**src/rtl/idt_cfg_if.sv**
```systemverilog
// Request/ack bundle between the SoC and the IDT synthesizer programming controller.
interface idt_cfg_if;
  localparam int unsigned CFG_W = 24;

  logic             cfg_req;
  logic [CFG_W-1:0] cfg_word;
  logic             cfg_ack;
  logic             cfg_busy;
  logic             cfg_done;
  logic             clk_valid;

  modport master (
    output cfg_req, cfg_word,
    input  cfg_ack, cfg_busy, cfg_done, clk_valid
  );

  modport slave (
    input  cfg_req, cfg_word,
    output cfg_ack, cfg_busy, cfg_done, clk_valid
  );
endinterface

```
**src/rtl/idt_cfg_ctrl.sv**
```systemverilog
// Serial programming sequencer for the IDT clock synthesizer driving idt_clk1.
// Shifts a 24-bit word MSB first, pulses the load strobe, then waits for relock
// before raising clk_valid. All outputs are registered from next-state decode.
module idt_cfg_ctrl #(
  parameter int unsigned SCLK_DIV      = 2,
  parameter int unsigned STROBE_CYCLES = 4,
  parameter int unsigned SETTLE_CYCLES = 65536,
  parameter bit          AUTO_CFG      = 1'b1,
  parameter logic [23:0] DEFAULT_CFG   = 24'h000000
) (
  input  logic   osc_clk,
  input  logic   osc_reset_,
  idt_cfg_if.slave bus,
  output logic   idt_sclk,
  output logic   idt_data,
  output logic   idt_strobe
);

  localparam int unsigned WORD_W = 24;
  localparam int unsigned DIV_W  = (SCLK_DIV > 1) ? $clog2(SCLK_DIV) : 1;
  localparam int unsigned IDX_W  = $clog2(WORD_W);
  localparam int unsigned STR_W  = (STROBE_CYCLES > 1) ? $clog2(STROBE_CYCLES) : 1;
  localparam int unsigned SET_W  = (SETTLE_CYCLES > 1) ? $clog2(SETTLE_CYCLES) : 1;
  localparam int unsigned TMR_W  = (STR_W > SET_W) ? STR_W : SET_W;

  localparam logic [DIV_W-1:0] DIV_LAST = DIV_W'(SCLK_DIV - 1);
  localparam logic [TMR_W-1:0] STR_LAST = TMR_W'(STROBE_CYCLES - 1);
  localparam logic [TMR_W-1:0] SET_LAST = TMR_W'(SETTLE_CYCLES - 1);

  typedef enum logic [2:0] {
    IDLE, SHIFT_LO, SHIFT_HI, STROBE_GAP, STROBE, SETTLE
  } state_t;

  state_t              state, state_n;
  logic [WORD_W-1:0]   word, word_n;
  logic [IDX_W-1:0]    idx, idx_n;
  logic [DIV_W-1:0]    div_cnt, div_n;
  logic [TMR_W-1:0]    tmr, tmr_n;
  logic                auto_pending, auto_n;
  logic                start_c;

  logic ack_q, busy_q, done_q, valid_q;
  logic ack_n, busy_n, done_n, valid_n;
  logic sclk_n, data_n, strobe_n;

  assign bus.cfg_ack   = ack_q;
  assign bus.cfg_busy  = busy_q;
  assign bus.cfg_done  = done_q;
  assign bus.clk_valid = valid_q;

  // State, counters and registered outputs.
  always_ff @(posedge osc_clk or negedge osc_reset_) begin
    if (!osc_reset_) begin
      state        <= IDLE;
      word         <= '0;
      idx          <= '0;
      div_cnt      <= '0;
      tmr          <= '0;
      auto_pending <= AUTO_CFG;
      ack_q        <= 1'b0;
      busy_q       <= 1'b0;
      done_q       <= 1'b0;
      valid_q      <= 1'b0;
      idt_sclk     <= 1'b0;
      idt_data     <= 1'b0;
      idt_strobe   <= 1'b0;
    end else begin
      state        <= state_n;
      word         <= word_n;
      idx          <= idx_n;
      div_cnt      <= div_n;
      tmr          <= tmr_n;
      auto_pending <= auto_n;
      ack_q        <= ack_n;
      busy_q       <= busy_n;
      done_q       <= done_n;
      valid_q      <= valid_n;
      idt_sclk     <= sclk_n;
      idt_data     <= data_n;
      idt_strobe   <= strobe_n;
    end
  end

  // Next-state sequencing; outputs decoded from the next state so they register in phase.
  always_comb begin
    state_n = state;
    word_n  = word;
    idx_n   = idx;
    div_n   = div_cnt;
    tmr_n   = tmr;
    auto_n  = auto_pending;
    ack_n   = 1'b0;
    valid_n = valid_q;
    start_c = 1'b0;

    case (state)
      IDLE: begin
        if (auto_pending) begin
          word_n  = DEFAULT_CFG;
          auto_n  = 1'b0;
          start_c = 1'b1;
        end else if (bus.cfg_req) begin
          word_n  = bus.cfg_word;
          ack_n   = 1'b1;
          start_c = 1'b1;
        end
        if (start_c) begin
          state_n = SHIFT_LO;
          idx_n   = IDX_W'(WORD_W - 1);
          div_n   = '0;
          valid_n = 1'b0;
        end
      end
      SHIFT_LO: begin
        if (div_cnt == DIV_LAST) begin
          div_n   = '0;
          state_n = SHIFT_HI;
        end else begin
          div_n = div_cnt + DIV_W'(1);
        end
      end
      SHIFT_HI: begin
        if (div_cnt == DIV_LAST) begin
          div_n = '0;
          if (idx == '0) begin
            state_n = STROBE_GAP;
          end else begin
            idx_n   = idx - IDX_W'(1);
            state_n = SHIFT_LO;
          end
        end else begin
          div_n = div_cnt + DIV_W'(1);
        end
      end
      STROBE_GAP: begin
        if (div_cnt == DIV_LAST) begin
          div_n   = '0;
          tmr_n   = '0;
          state_n = STROBE;
        end else begin
          div_n = div_cnt + DIV_W'(1);
        end
      end
      STROBE: begin
        if (tmr == STR_LAST) begin
          tmr_n   = '0;
          state_n = SETTLE;
        end else begin
          tmr_n = tmr + TMR_W'(1);
        end
      end
      SETTLE: begin
        if (tmr == SET_LAST) begin
          tmr_n   = '0;
          valid_n = 1'b1;
          state_n = IDLE;
        end else if (tmr != '1) begin
          tmr_n = tmr + TMR_W'(1);
        end
      end
      default: state_n = IDLE;
    endcase

    sclk_n   = (state_n == SHIFT_HI);
    data_n   = ((state_n == SHIFT_LO) || (state_n == SHIFT_HI)) ? word_n[idx_n] : 1'b0;
    strobe_n = (state_n == STROBE);
    busy_n   = (state_n != IDLE);
    done_n   = (state_n == SETTLE) && (tmr_n == SET_LAST);
  end

endmodule
```
**src/flat_wrapper.sv**
```systemverilog
// flat-port wrapper written by rule: the top's interface ports become plain ports
module idt_cfg_ctrl_flat 
#(
  parameter int unsigned SCLK_DIV      = 2,
  parameter int unsigned STROBE_CYCLES = 4,
  parameter int unsigned SETTLE_CYCLES = 65536,
  parameter bit          AUTO_CFG      = 1'b1,
  parameter logic [23:0] DEFAULT_CFG   = 24'h000000
)
  (osc_clk, osc_reset_, idt_sclk, idt_data, idt_strobe, bus_cfg_req, bus_cfg_word, bus_cfg_ack, bus_cfg_busy, bus_cfg_done, bus_clk_valid);
  idt_cfg_if bus_i ();
  input  logic osc_clk;
  input  logic osc_reset_;
  output logic idt_sclk;
  output logic idt_data;
  output logic idt_strobe;
  input wire logic [$bits(bus_i.cfg_req)-1:0] bus_cfg_req;
  input wire logic [$bits(bus_i.cfg_word)-1:0] bus_cfg_word;
  output wire logic [$bits(bus_i.cfg_ack)-1:0] bus_cfg_ack;
  output wire logic [$bits(bus_i.cfg_busy)-1:0] bus_cfg_busy;
  output wire logic [$bits(bus_i.cfg_done)-1:0] bus_cfg_done;
  output wire logic [$bits(bus_i.clk_valid)-1:0] bus_clk_valid;
  assign bus_i.cfg_req = bus_cfg_req;
  assign bus_i.cfg_word = bus_cfg_word;
  assign bus_cfg_ack = bus_i.cfg_ack;
  assign bus_cfg_busy = bus_i.cfg_busy;
  assign bus_cfg_done = bus_i.cfg_done;
  assign bus_clk_valid = bus_i.clk_valid;
  idt_cfg_ctrl #(.SCLK_DIV(SCLK_DIV), .STROBE_CYCLES(STROBE_CYCLES), .SETTLE_CYCLES(SETTLE_CYCLES), .AUTO_CFG(AUTO_CFG), .DEFAULT_CFG(DEFAULT_CFG)) u_core (.osc_clk(osc_clk), .osc_reset_(osc_reset_), .bus(bus_i), .idt_sclk(idt_sclk), .idt_data(idt_data), .idt_strobe(idt_strobe));
endmodule
```
**config.mk**
```make
export PLATFORM = sky130hd
export DESIGN_NAME = idt_cfg_ctrl_flat
export DESIGN_NICKNAME = d
export VERILOG_FILES = /design/src/rtl/idt_cfg_if.sv /design/src/rtl/idt_cfg_ctrl.sv /design/src/flat_wrapper.sv
export SDC_FILE = /design/constraint.sdc
export NUM_CORES = 1
export LEC_CHECK = 0
export CORE_ASPECT_RATIO = 2
export CORE_MARGIN = 2
export CORE_UTILIZATION = 56
export DETAILED_ROUTE_END_ITERATION = 6
export PLACE_DENSITY = 0.88
export SYNTH_ARGS = -nofsm -noshare
export SYNTH_HDL_FRONTEND = slang
export SYNTH_SLANG_ARGS = --single-unit
```
**constraint.sdc**
```tcl
create_clock -name osc_clk -period 3.4 [get_ports osc_clk]
set_input_delay 0.34 -clock osc_clk [delete_from_list [all_inputs] [get_ports osc_clk]]
set_output_delay 0.34 -clock osc_clk [all_outputs]
set_load 0.005 [all_outputs]
```
# Word level (Yosys, flattened, before mapping)
# Index checks and enable logic that the tools add are counted.
[word_totals]
reg_bits = 57
in_bits = 27
out_inout_bits = 7
elab_cells = 75
[classes]
addsub = 3
n_lt_le_gt_ge = 1
n_eq_ne = 15
muxes = 33
n_reduce_logical = 10
[ops]
columns = ["operator", "n"]
rows = [
  ["$mux 24", 3],
  ["$mux 16", 4],
  ["$pmux 16 s3", 1],
  ["$eq 16x16->1 const B", 2],
  ["$mux 3", 6],
  ["$pmux 3 s6", 1],
  ["$add 16x1->16 const B", 1],
  ["$eq 16x2->1 const B", 1],
  ["$ne 16x16->1 const B", 1],
  ["$mux 5", 3],
  ["$eq 3x3->1 const B", 4],
  ["$mux 1", 10],
  ["$pmux 5 s2", 1],
  ["$eq 3x2->1 const B", 3],
  ["$eq 3x1->1 const B", 2],
  ["$lt 5x6->1 const B", 1],
  ["$bmux 1 s5", 1],
  ["$logic_not 5->1", 1],
  ["$sub 5x1->5 const B", 1],
  ["$pmux 1 s2", 2],
  ["$reduce_bool 2->1", 2],
  ["$logic_not 3->1", 1],
  ["$reduce_and 3->1", 1],
  ["$reduce_bool 3->1", 1],
  ["other kinds (8)", 8],
]

# Longest topological paths before layout
# Gate-level depths: netlist of the first run.
[depth]
depth_word = 8
ltp_mapped = 11
ltp_nobuf = 10

# Worst setup path after synthesis of the first run
# OpenSTA, ideal clock, no wires.
[synth_path]
kind = "register to register"
from = "reg u_core.idx[0]"
to = "reg u_core.idt_data"
setup_time_ns = 0.124
arrival_ns = 2.340
required_ns = 3.276
setup_slack_ns = 0.936
stages_incl_launch_ff = 11
path_buffers = 0
period_less_slack_ns = 2.464
path_cell_list = "dfrtp_1 > inv_1 > ha_1 > nor4b_1 > nor3_1 > nor3_2 > inv_2 > o2111ai_1 > a41oi_1 > mux2i_1 > a21oi_1"
[synth_between]
elab_chain_cells = 7
elab_cells_between_ends = 15
classes_between = "1 x add/sub; 2 x eq/ne; 10 x mux; 2 x reduce/logical"
[synth_lines]
columns = ["item", "line_no", "text"]
rows = [
  ["from (decl)", "idt_cfg_ctrl.sv:36", "logic [IDX_W-1:0] idx, idx_n;"],
  ["from (signal assigned)", "idt_cfg_ctrl.sv:70", "idx <= idx_n;"],
  ["$sub 5x1->5 / $logic_not 5->1 (equally long branches)", "idt_cfg_ctrl.sv:128, idt_cfg_ctrl.sv:125", ""],
  ["$mux 5", "idt_cfg_ctrl.sv:125", "if (idx == '0) begin"],
  ["$mux 5", "idt_cfg_ctrl.sv:123", "if (div_cnt == DIV_LAST) begin"],
  ["$pmux 5 s2 *", "idt_cfg_ctrl.sv:96", "case (state)"],
  ["net u_core.idx_n[0]", "idt_cfg_ctrl.sv:36", ""],
  ["$bmux 1 s5 *", "idt_cfg_ctrl.sv:165", "data_n = ((state_n == SHIFT_LO) || (state_n == SHIFT_HI)) ? word_n[idx_n] : 1'b0;"],
  ["$mux 1 (implied by the code) *", "idt_cfg_ctrl.sv:165", ""],
  ["$mux 1 *", "idt_cfg_ctrl.sv:165", ""],
  ["net u_core.data_n", "idt_cfg_ctrl.sv:44", "logic sclk_n, data_n, strobe_n;"],
  ["to (signal assigned)", "idt_cfg_ctrl.sv:79", "idt_data <= data_n;"],
  ["to (decl)", "idt_cfg_ctrl.sv:15", "output logic idt_data,"],
]
# Mark *: on every way through the listed nets, which the timed path passes. The rest lies on a longest branch. The select of a mux whose other input is x is not followed.
# A chain may end at the register's enable or synchronous reset.

# Worst setup path after layout of the first run
[layout_path]
from = "reg u_core.state[0]"
to = "reg u_core.idt_data"
[layout_between]
elab_chain_cells = 5
elab_cells_between_ends = 21
classes_between = "7 x eq/ne; 12 x mux; 2 x reduce/logical"
[layout_lines]
columns = ["item", "line_no", "text"]
rows = [
  ["from (decl)", "idt_cfg_ctrl.sv:34", "state_t state, state_n;"],
  ["from (signal assigned)", "idt_cfg_ctrl.sv:68", "state <= state_n;"],
  ["$eq 3x2->1, or another cell as far along", "idt_cfg_ctrl.sv:96", ""],
  ["$pmux 5 s2, or another cell as far along", "idt_cfg_ctrl.sv:96", ""],
  ["$bmux 1 s5, or another cell as far along", "idt_cfg_ctrl.sv:165", ""],
  ["$mux 1 (implied by the code) / $logic_or 1x1->1 (equally long branches)", "idt_cfg_ctrl.sv:165", ""],
  ["$mux 1 *", "idt_cfg_ctrl.sv:165", ""],
  ["net u_core.data_n", "idt_cfg_ctrl.sv:44", ""],
]
# Marked as above.

==> results.toml, run 1 <==
[die]
row_count = 38
die_height_um = 109.5
core_um2 = 5420
die_area_um2 = 6219
pin_count = 34
die_x_um = 56.78
start_util_pct = 57.55

[sta]
period_share_pct = 94.24
worstMarginPinSlew_ps = 1230
finalMaxSlewViolations = 0
final_hold_viol_count = 0
max_freq_mhz = 312.1
setup_violations = 0
min_period_ps = 3204
setup_tns_ps = 0
slew_headroom_pct = 17.39
setup_ws_ps = 196.0
worst_clock_skew_ps = 6.774

[worst_setup_path]
crit_required_ps = 3620
crit_path_max_incr_delay_ps = 1040
path_delay_family = "simple AND/OR/NAND/NOR gates"
ff2ff_setup_slack_ps = 200
criticalPathCategory = "reg -> reg"
crit_slowest_cell = "nor3_1"
arrival_ps = 3430
path_max_fanout = 17
crit_path_cell_trace = "nand4bb_1 > nor3_1 > o311ai_0 > o2111ai_1 > a41oi_1 > mux2i_1 > a21oi_1"
crit_buf_inv = 0
rr_startpoint = "u_core.state[0]$_DFF_PN0_"
startpoint = "u_core.state[0]$_DFF_PN0_"
start_kind = "register"
end_kind = "register"

[global_route]
grt_first_pass_wirelength_mm = 13.28
grt-ovfl-total = 0
grt.total_usage_pct = 28.31
grt_pass1_vias = 2817
antenna_found_initial = 0
grt_max_degree = 32

[detailed_routing]
drt-pass1-iter-count = 4
via_count = 2807
ant_nets = 0
wire_per_inst_um = 19.76
viasPerCell = 6.715
drt_iter0_drc = 172
routed_wl_mm = 8.260
drc_errors = 0

[cells_and_area]
seqCellArea_um2 = 1428
fillCellCount = 426
fin_nets = 383
multiInputGateArea_um2 = 1558
layout-drive-gt1-share_pct = 11.45
diodes = 0
fin_util_pct = 68.03
finalInstanceArea_um2 = 3687
syn2layout_area_growth_pct = 18.21

[place]
place.port_buffers = 33
dp_hpwl_mm = 5.926
place_congestion = 0.9466
pre_cts_slack_ps = 330.4
postPlaceCellArea_um2 = 3473

[flow_run]
maxCapViolCount = 0

[synth]
synth_cells = 322
synth_top_cell_by_area = "dfrtp_1"
synth.most_common_cell = "dfrtp_1"
netlist_area_um2 = 3119
synthArstFlopShare_pct = 100.0
netlist.area_leader.share_pct = 44.93
synth_common_cells = "dfrtp_1 (56), o21ai_0 (30), nand2_1 (25)"
ys_warn_count = 0
ys.flop_type = "dfrtp_1"
synth.area.top_cells = "dfrtp_1 (45%), a22o_1 (5.3%), o21ai_0 (4.8%)"
avgSynthCellArea_um2 = 9.687
synth_fp_nets = 352
synth-edff-count = 0
ys_ff_latch = 57
synth_cell_types = 64
synth_seq_area_share_pct = 45.77

[min_path]
hold_class = "in -> async"

[clock_tree]
htree_levels = 3
clock_latency_ps = 350
cts_tree = "yes"
root_buffer = "clkbuf_8"
clock_sinks = 57
numCtsBuffers = 9
cts_buffer_depth = 2
cts.clk_slew.worst_paths_ps = 60
cts_setup_buffers = 0

[power]
power.density_nw_per_um2 = 761.1
p_total_mw = 2.806
leakage_nw = 1.523
peakVddDrop_mv = 0.5696

[outcome]
outcome = "finished clean"
[flip-flops by register name (all words and copies together), names as in the netlist]
register and count:
u_core.auto_pending 1, u_core.bus.cfg_ack 1, u_core.bus.cfg_busy 1, u_core.bus.cfg_done 1
u_core.bus.clk_valid 1, u_core.div_cnt 1, u_core.idt_data 1, u_core.idt_sclk 1
u_core.idt_strobe 1, u_core.idx 5, u_core.state 3, u_core.tmr 16
u_core.word 24
[per-layer routing]
metal	share of wire (%)	global-route usage (%)	up-vias
met5	0	0	-
met4	6.5	21.10	0
met3	5.2	6.706	48
met2	54	50.25	120
met1	34	27.90	1349
li1	-	-	1290
[where the power goes]
part,switching (mW),internal [mW],leakage (nW)
Combinational,0.643,0.470,0.691
Clock,0.262,0.398,0.107
Sequential,0.151,0.883,0.725
[final cells by class]
class / count / share of cell area, %
timing repair buffer: 40 / 10.25
multi-input combinational: 234 / 42.25
clock buffer: 14 / 4.683
clock inverter: 2 / 0.9501
inverter: 11 / 1.120
sequential: 57 / 38.72
tap: 60 / 2.036
[final timing paths]
check,cells after the start,to
worst max-delay path,7,u_core.idt_data$_DFF_PN0_
worst min-delay path,1,u_core.word[13]$_DFF_PN0_
worst max register to register,7,u_core.idt_data$_DFF_PN0_
worst min register to register,1,u_core.word[5]$_DFF_PN0_
max in group asynchronous,2,u_core.tmr[15]$_DFF_PN0_
min in group osc_clk,1,u_core.word[5]$_DFF_PN0_
[cell usage in the layout (no fill, tap or decap), types with 5 or more instances in the layout]
master and count:
dfrtp_1 56, clkdlybuf4s50_1 32, o21ai_0 30, nand2_1 25, nor2_1 24, a22o_1 19, nand3_1 14, a21oi_1 12
clkbuf_8 12, inv_1 9, o2111ai_1 9, nor3_1 7, o311ai_0 7, buf_4 7, nand4_1 5, and2_1 5
[kinds of logic (layout without fill, tap and decap cells)]
| kind of cell | after synthesis | in the layout | share of synthesized area [%] |
|---|---|---|---|
| and+or+nand+nor | 115 | 115 | 21.38 |
| DFF | 57 | 57 | 45.77 |
| adders and majority gates | 3 | 3 | 1.203 |
| muxes | 4 | 4 | 1.284 |
| AOI/OAI and AO/OA | 107 | 107 | 24.47 |
| buffers and inverters | 31 | 67 | 4.493 |
| xor gates and xnor gates | 5 | 5 | 1.404 |
[through the flow]
stage          hold slack, ps  std cells
5_1_grt                 38.36        418
3_5_place_dp            384.0        402
4_1_cts                 7.289        418
3_3_place_gp            376.4        402
6_report                1.513        418
2_1_floorplan           44.41        322
[timing repair]
item	CTS	global route
endpoints found under the setup margin	0	1
gates resized for setup	0	1
hold buffers	0	0
No activity file was read; power rests on OpenSTA's default activity.
==> run 2, diff against run 1 <==
Settings changed: GPL_TIMING_DRIVEN from default to 0.
==> results.toml, run 2 (same netlist as run 1, synthesis figures left out) <==
[outcome]
outcome = "finished clean"

[power]
leakage_nw = 1.575
p_int_mw = 1.752
combPwrFrac_pct = 41.7
netSwitchingFraction_pct = 38.33
sequentialPowerShare_pct = 35.0
power.density_nw_per_um2 = 754.9
p_clk_share_pct = 23.4
p_switching_mw = 1.089
p_total_mw = 2.841
peakVddDrop_mv = 0.6726

[sta]
min_period_ps = 3193
setup_violations = 0
slew_headroom_pct = 19.62
finalMaxSlewViolations = 0
setup_tns_ps = 0
worst_clock_skew_ps = 9.972
rsz0062_at_grt = "false"
final_hold_viol_count = 0
period_share_pct = 93.91
worstMarginPinSlew_ps = 1196
max_freq_mhz = 313.2

[die]
die_height_um = 109.5
pin_count = 34
die_x_um = 56.78
start_util_pct = 57.55
die_area_um2 = 6219
row_count = 38
core_um2 = 5420

[detailed_routing]
ant_nets = 0
wire_per_inst_um = 19.84
routed_wl_mm = 8.591
via_count = 2879
drt-pass1-iter-count = 5
drc_errors = 0
viasPerCell = 6.649
drt_iter0_drc = 170

[clock_tree]
cts_tree = "yes"
cts_buffer_depth = 2
clock_sinks = 57
cts.clk_slew.worst_paths_ps = 70
clock_latency_ps = 350
root_buffer = "clkbuf_8"
numCtsBuffers = 9
htree_levels = 3

[worst_setup_path]
end_kind = "register"
criticalPathCategory = "reg -> reg"
arrival_ps = 3470
crit_path_cell_trace = "inv_1 > ha_1 > nor4b_1 > nor3_1 > o311ai_0 > o2111ai_1 > a41oi_1 > mux2i_1 > a21oi_1"
path_max_fanout = 9
crit_path_max_incr_delay_ps = 740
start_kind = "register"
crit_slowest_cell = "o311ai_0"
crit_required_ps = 3670

[place]
dp_cells = 416
place_congestion = 0.9464
postPlaceCellArea_um2 = 3540
place.port_buffers = 33
dp_hpwl_mm = 6.156

[global_route]
antenna_found_initial = 0
grt_max_degree = 38
grt_pass1_vias = 2920
grt_first_pass_wirelength_mm = 13.77
grt-ovfl-total = 0
grt.total_usage_pct = 29.32

[cells_and_area]
final_cells = 433
reg.largest.list = "u_core.word: 24 flops, u_core.tmr: 16 flops, u_core.idx: 5 flops"
seqCellArea_um2 = 1428
multiInputGateArea_um2 = 1558
largest_reg_flops = 24
layout_commonest_cell = "dfrtp_1"
regMostFlops = "u_core.word"
fin_nets = 398
finalInstanceArea_um2 = 3764
diodes = 0
layout-drive-gt1-share_pct = 12.60
fillCellCount = 420
syn2layout_area_growth_pct = 20.66
layout_common_cells = "dfrtp_1 (56), clkdlybuf4s50_1 (32), o21ai_0 (30), nand2_1 (25), nor2_1 (24)"

[flow_run]
maxCapViolCount = 0

[min_path]
hold_class = "in -> async"
-- run 2: cell types whose count changed in the layout (fill, tap and decap cells not counted), sizes merged --
cell         delta
clkbuf          +8
buf             +6
dlygate4sd3     +1
-- run 2: power by group through the flow --
stage	sequential [mW]	clock [mW]	combinational, mW
finish	0.994	0.663	1.18
detailed placement	1.00	0	1.13
global placement	0.989	0	1.09
global route	1.01	0.694	1.29
CTS	0.991	0.671	1.15
floorplan	0.970	0	0.783
-- run 2: final timing paths --
check | startpoint | end | slack (ps) | cells past startpoint
max | u_core.idx[0]$_DFF_PN0_ | u_core.idt_data$_DFF_PN0_ | 210 | 9
min | osc_reset_ | u_core.tmr[0]$_DFF_PN0_ | 510 | 2
max reg2reg | u_core.idx[0]$_DFF_PN0_ | u_core.idt_data$_DFF_PN0_ | 210 | 9
min reg2reg | u_core.word[2]$_DFF_PN0_ | u_core.word[2]$_DFF_PN0_ | 510 | 1
max in group asynchronous | osc_reset_ | u_core.tmr[11]$_DFF_PN0_ | 2320 | 3
min in group osc_clk | u_core.word[2]$_DFF_PN0_ | u_core.word[2]$_DFF_PN0_ | 510 | 1
-- run 2: what timing repair did --
item | 4_1_cts | 5_1_grt
hold buffers | 1 | 0
endpoints found under the setup margin | 0 | 1
hold endpoints to repair | 19 | 0
resized for setup | 0 | 2
buffers inserted | 0 | 0
-- run 2: area by class of cell --
type                    count  share of cell area, %
plain buffers              20                  2.626
clock buffers              14                  4.588
clock inverters             2                 0.9309
inverters                  11                  1.097
multi-input cells         234                  41.39
flip-flops and latches     57                  37.93
well taps                  60                  1.995
repair buffers             35                  9.441
-- run 2: stage by stage --
stage | util, % | hold slack, ps | worst slack, ps
floorplan | - | 44.41 | 935.5
global placement | 65.03 | 481.2 | 286.6
detailed placement | 65.30 | 334.1 | 260.2
CTS | 69.32 | 492.5 | 220.2
global route | 69.44 | 513.0 | 13.64
finish | 69.44 | 507.4 | 207.1
-- run 2: worst max-delay path: cells and delay by family (launching register included) --
kind,cells,cell delay (ps)
flip-flops,1,430
adder cells (fa/ha/maj),1,210
multiplexers,1,110
AND/OR/NAND/NOR,2,930
AO/OA/AOI/OAI,4,1320
buffers and inverters,1,140
-- run 2: per-layer routing --
layer / share of wire (%) / track usage (%) / vias to the layer above
met4: 6.3 / 21.59 / 0
li1: - / - / 1319
met3: 4.5 / 6.588 / 43
met1: 34 / 27.76 / 1392
met5: 0 / 0 / -
met2: 55 / 53.65 / 125
==> run 3, diff against run 2 <==
Settings changed: SETUP_SLACK_MARGIN from default to 0.05.
==> results.toml, run 3 (same netlist as run 1, synthesis figures left out) <==
[global_route]
antenna_found_initial = 0
grtUsageMet2_pct = 53.65
grt.total_usage_pct = 29.32
grt_max_degree = 38
use_met3_pct = 6.588
grtUsageMet1_pct = 27.76
grt_first_pass_wirelength_mm = 13.77
grt.busiest_layer = "met2"
grt_pass1_vias = 2920
grt-ovfl-total = 0

[cells_and_area]
syn2layout_area_growth_pct = 20.82
reg.largest.list = "u_core.word: 24 flops, u_core.tmr: 16 flops, u_core.idx: 5 flops"
diodes = 0
layout_common_cells = "dfrtp_1 (56), clkdlybuf4s50_1 (32), o21ai_0 (30), nand2_1 (25), nor2_1 (24)"
layout-drive-gt1-share_pct = 12.87
largest_reg_flops = 24
regMostFlops = "u_core.word"
layout_commonest_cell = "dfrtp_1"
finalInstanceArea_um2 = 3769
fin_nets = 398

[clock_tree]
cts.clk_slew.worst_paths_ps = 60
cts_buffer_depth = 2
cts_tree = "yes"
htree_levels = 3
numCtsBuffers = 9
cts_setup_buffers = 0
clock_sinks = 57
clock_latency_ps = 350
root_buffer = "clkbuf_8"

[sta]
final_hold_viol_count = 0
slew_headroom_pct = 20.14
setup_ws_ps = 248.4
worst_clock_skew_ps = 7.471
worst_hold_slack_ps = 507.3
min_period_ps = 3152
setup_tns_ps = 0
setup_violations = 0
rsz0062_at_grt = "false"
worstMarginPinSlew_ps = 1189
finalMaxSlewViolations = 0
period_share_pct = 92.70
max_freq_mhz = 317.3

[power]
sequentialPowerShare_pct = 35.0
power.density_nw_per_um2 = 754.3
p_clk_share_pct = 23.2
peakVddDrop_mv = 0.6706
combPwrFrac_pct = 41.8
p_switching_mw = 1.086
p_total_mw = 2.843
leakage_nw = 1.577
p_int_mw = 1.757
netSwitchingFraction_pct = 38.21

[worst_setup_path]
cp.depth = 9
crit_path_cell_trace = "inv_1 > ha_1 > nor4b_1 > nor3_1 > o311ai_0 > o2111ai_1 > a41oi_1 > mux2i_1 > a21oi_1"
crit_path_max_incr_delay_ps = 680
crit_slowest_cell = "o311ai_0"
crit_required_ps = 3670
path_delay_family = "compound AO/OA/AOI/OAI gates"
arrival_ps = 3420
crit_buf_inv = 1
path_max_fanout = 9
reg2reg_depth = 9
criticalPathCategory = "reg -> reg"
end_kind = "register"
start_kind = "register"
ff2ff_setup_slack_ps = 250

[detailed_routing]
drt-pass1-iter-count = 5
wire_per_inst_um = 19.84
ant_nets = 0
viasPerCell = 6.647
via_count = 2878
drc_errors = 0
drt_iter0_drc = 183
routed_wl_mm = 8.592

[min_path]
whs_path_depth = 1
hold_class = "reg -> reg"

[place]
postPlaceCellArea_um2 = 3540
pre_cts_slack_ps = 260.2
dp_hpwl_mm = 6.156
place.port_buffers = 33
place_congestion = 0.9464

[die]
pin_count = 34
die_x_um = 56.78
start_util_pct = 57.55
row_count = 38
die_height_um = 109.5
core_um2 = 5420
die_area_um2 = 6219

[flow_run]
maxCapViolCount = 0

[outcome]
outcome = "finished clean"
-- run 3: area by class of cell --
cell class | instances | area (µm²)
clock inverters | 2 | 35.03
repair buffers | 35 | 355.3
fillers | 419 | 1652
plain buffers | 20 | 98.84
clock buffers | 14 | 172.7
multi-input cells | 234 | 1563
inverters | 11 | 41.29
well taps | 60 | 75.07
flip-flops and latches | 57 | 1428
-- run 3: per-stage QoR --
| step | utilization (%) | std cells |
|---|---|---|
| CTS | 69.32 | 433 |
| floorplan | - | 322 |
| finish | 69.53 | 433 |
| detailed placement | 65.30 | 416 |
| global placement | 65.03 | 415 |
| global route | 69.53 | 433 |
-- run 3: what timing repair did --
item	CTS	global route
endpoints found under the setup margin	0	1
resized for setup	0	3
endpoints found under the hold margin	19	0
hold buffers	1	0
-- run 3: power by group through the flow --
stage | registers (mW) | logic [mW] | clock network [mW]
6_report | 0.995 | 1.19 | 0.660
5_1_grt | 1.01 | 1.30 | 0.694
4_1_cts | 0.991 | 1.15 | 0.671
3_5_place_dp | 1.00 | 1.13 | 0
3_3_place_gp | 0.989 | 1.09 | 0
2_1_floorplan | 0.970 | 0.783 | 0
-- run 3: path summary, 6_finish.rpt --
kind,startpoint,end
hold reg to reg,u_core.word[5]$_DFF_PN0_,u_core.word[5]$_DFF_PN0_
setup / recovery,u_core.idx[0]$_DFF_PN0_,u_core.idt_data$_DFF_PN0_
max in group asynchronous,osc_reset_,u_core.word[3]$_DFF_PN0_
min in group asynchronous,osc_reset_,u_core.tmr[4]$_DFF_PN0_
hold / removal,u_core.word[5]$_DFF_PN0_,u_core.word[5]$_DFF_PN0_
setup reg to reg,u_core.idx[0]$_DFF_PN0_,u_core.idt_data$_DFF_PN0_
-- run 3: per-layer routing --
layer	share of wire, %	wire length, µm
met4	6.7	574
met1	34	2894
met3	4.6	394
met5	0	0
met2	55	4728
-- run 3: worst reg2reg max path: stages (launching register included) --
cell	delay, ps
dfrtp_1	430
inv_1	140
ha_1	210
nor4b_1	580
nor3_1	360
o311ai_0	690
o2111ai_1	200
a41oi_1	230
mux2i_1	110
a21oi_1	140
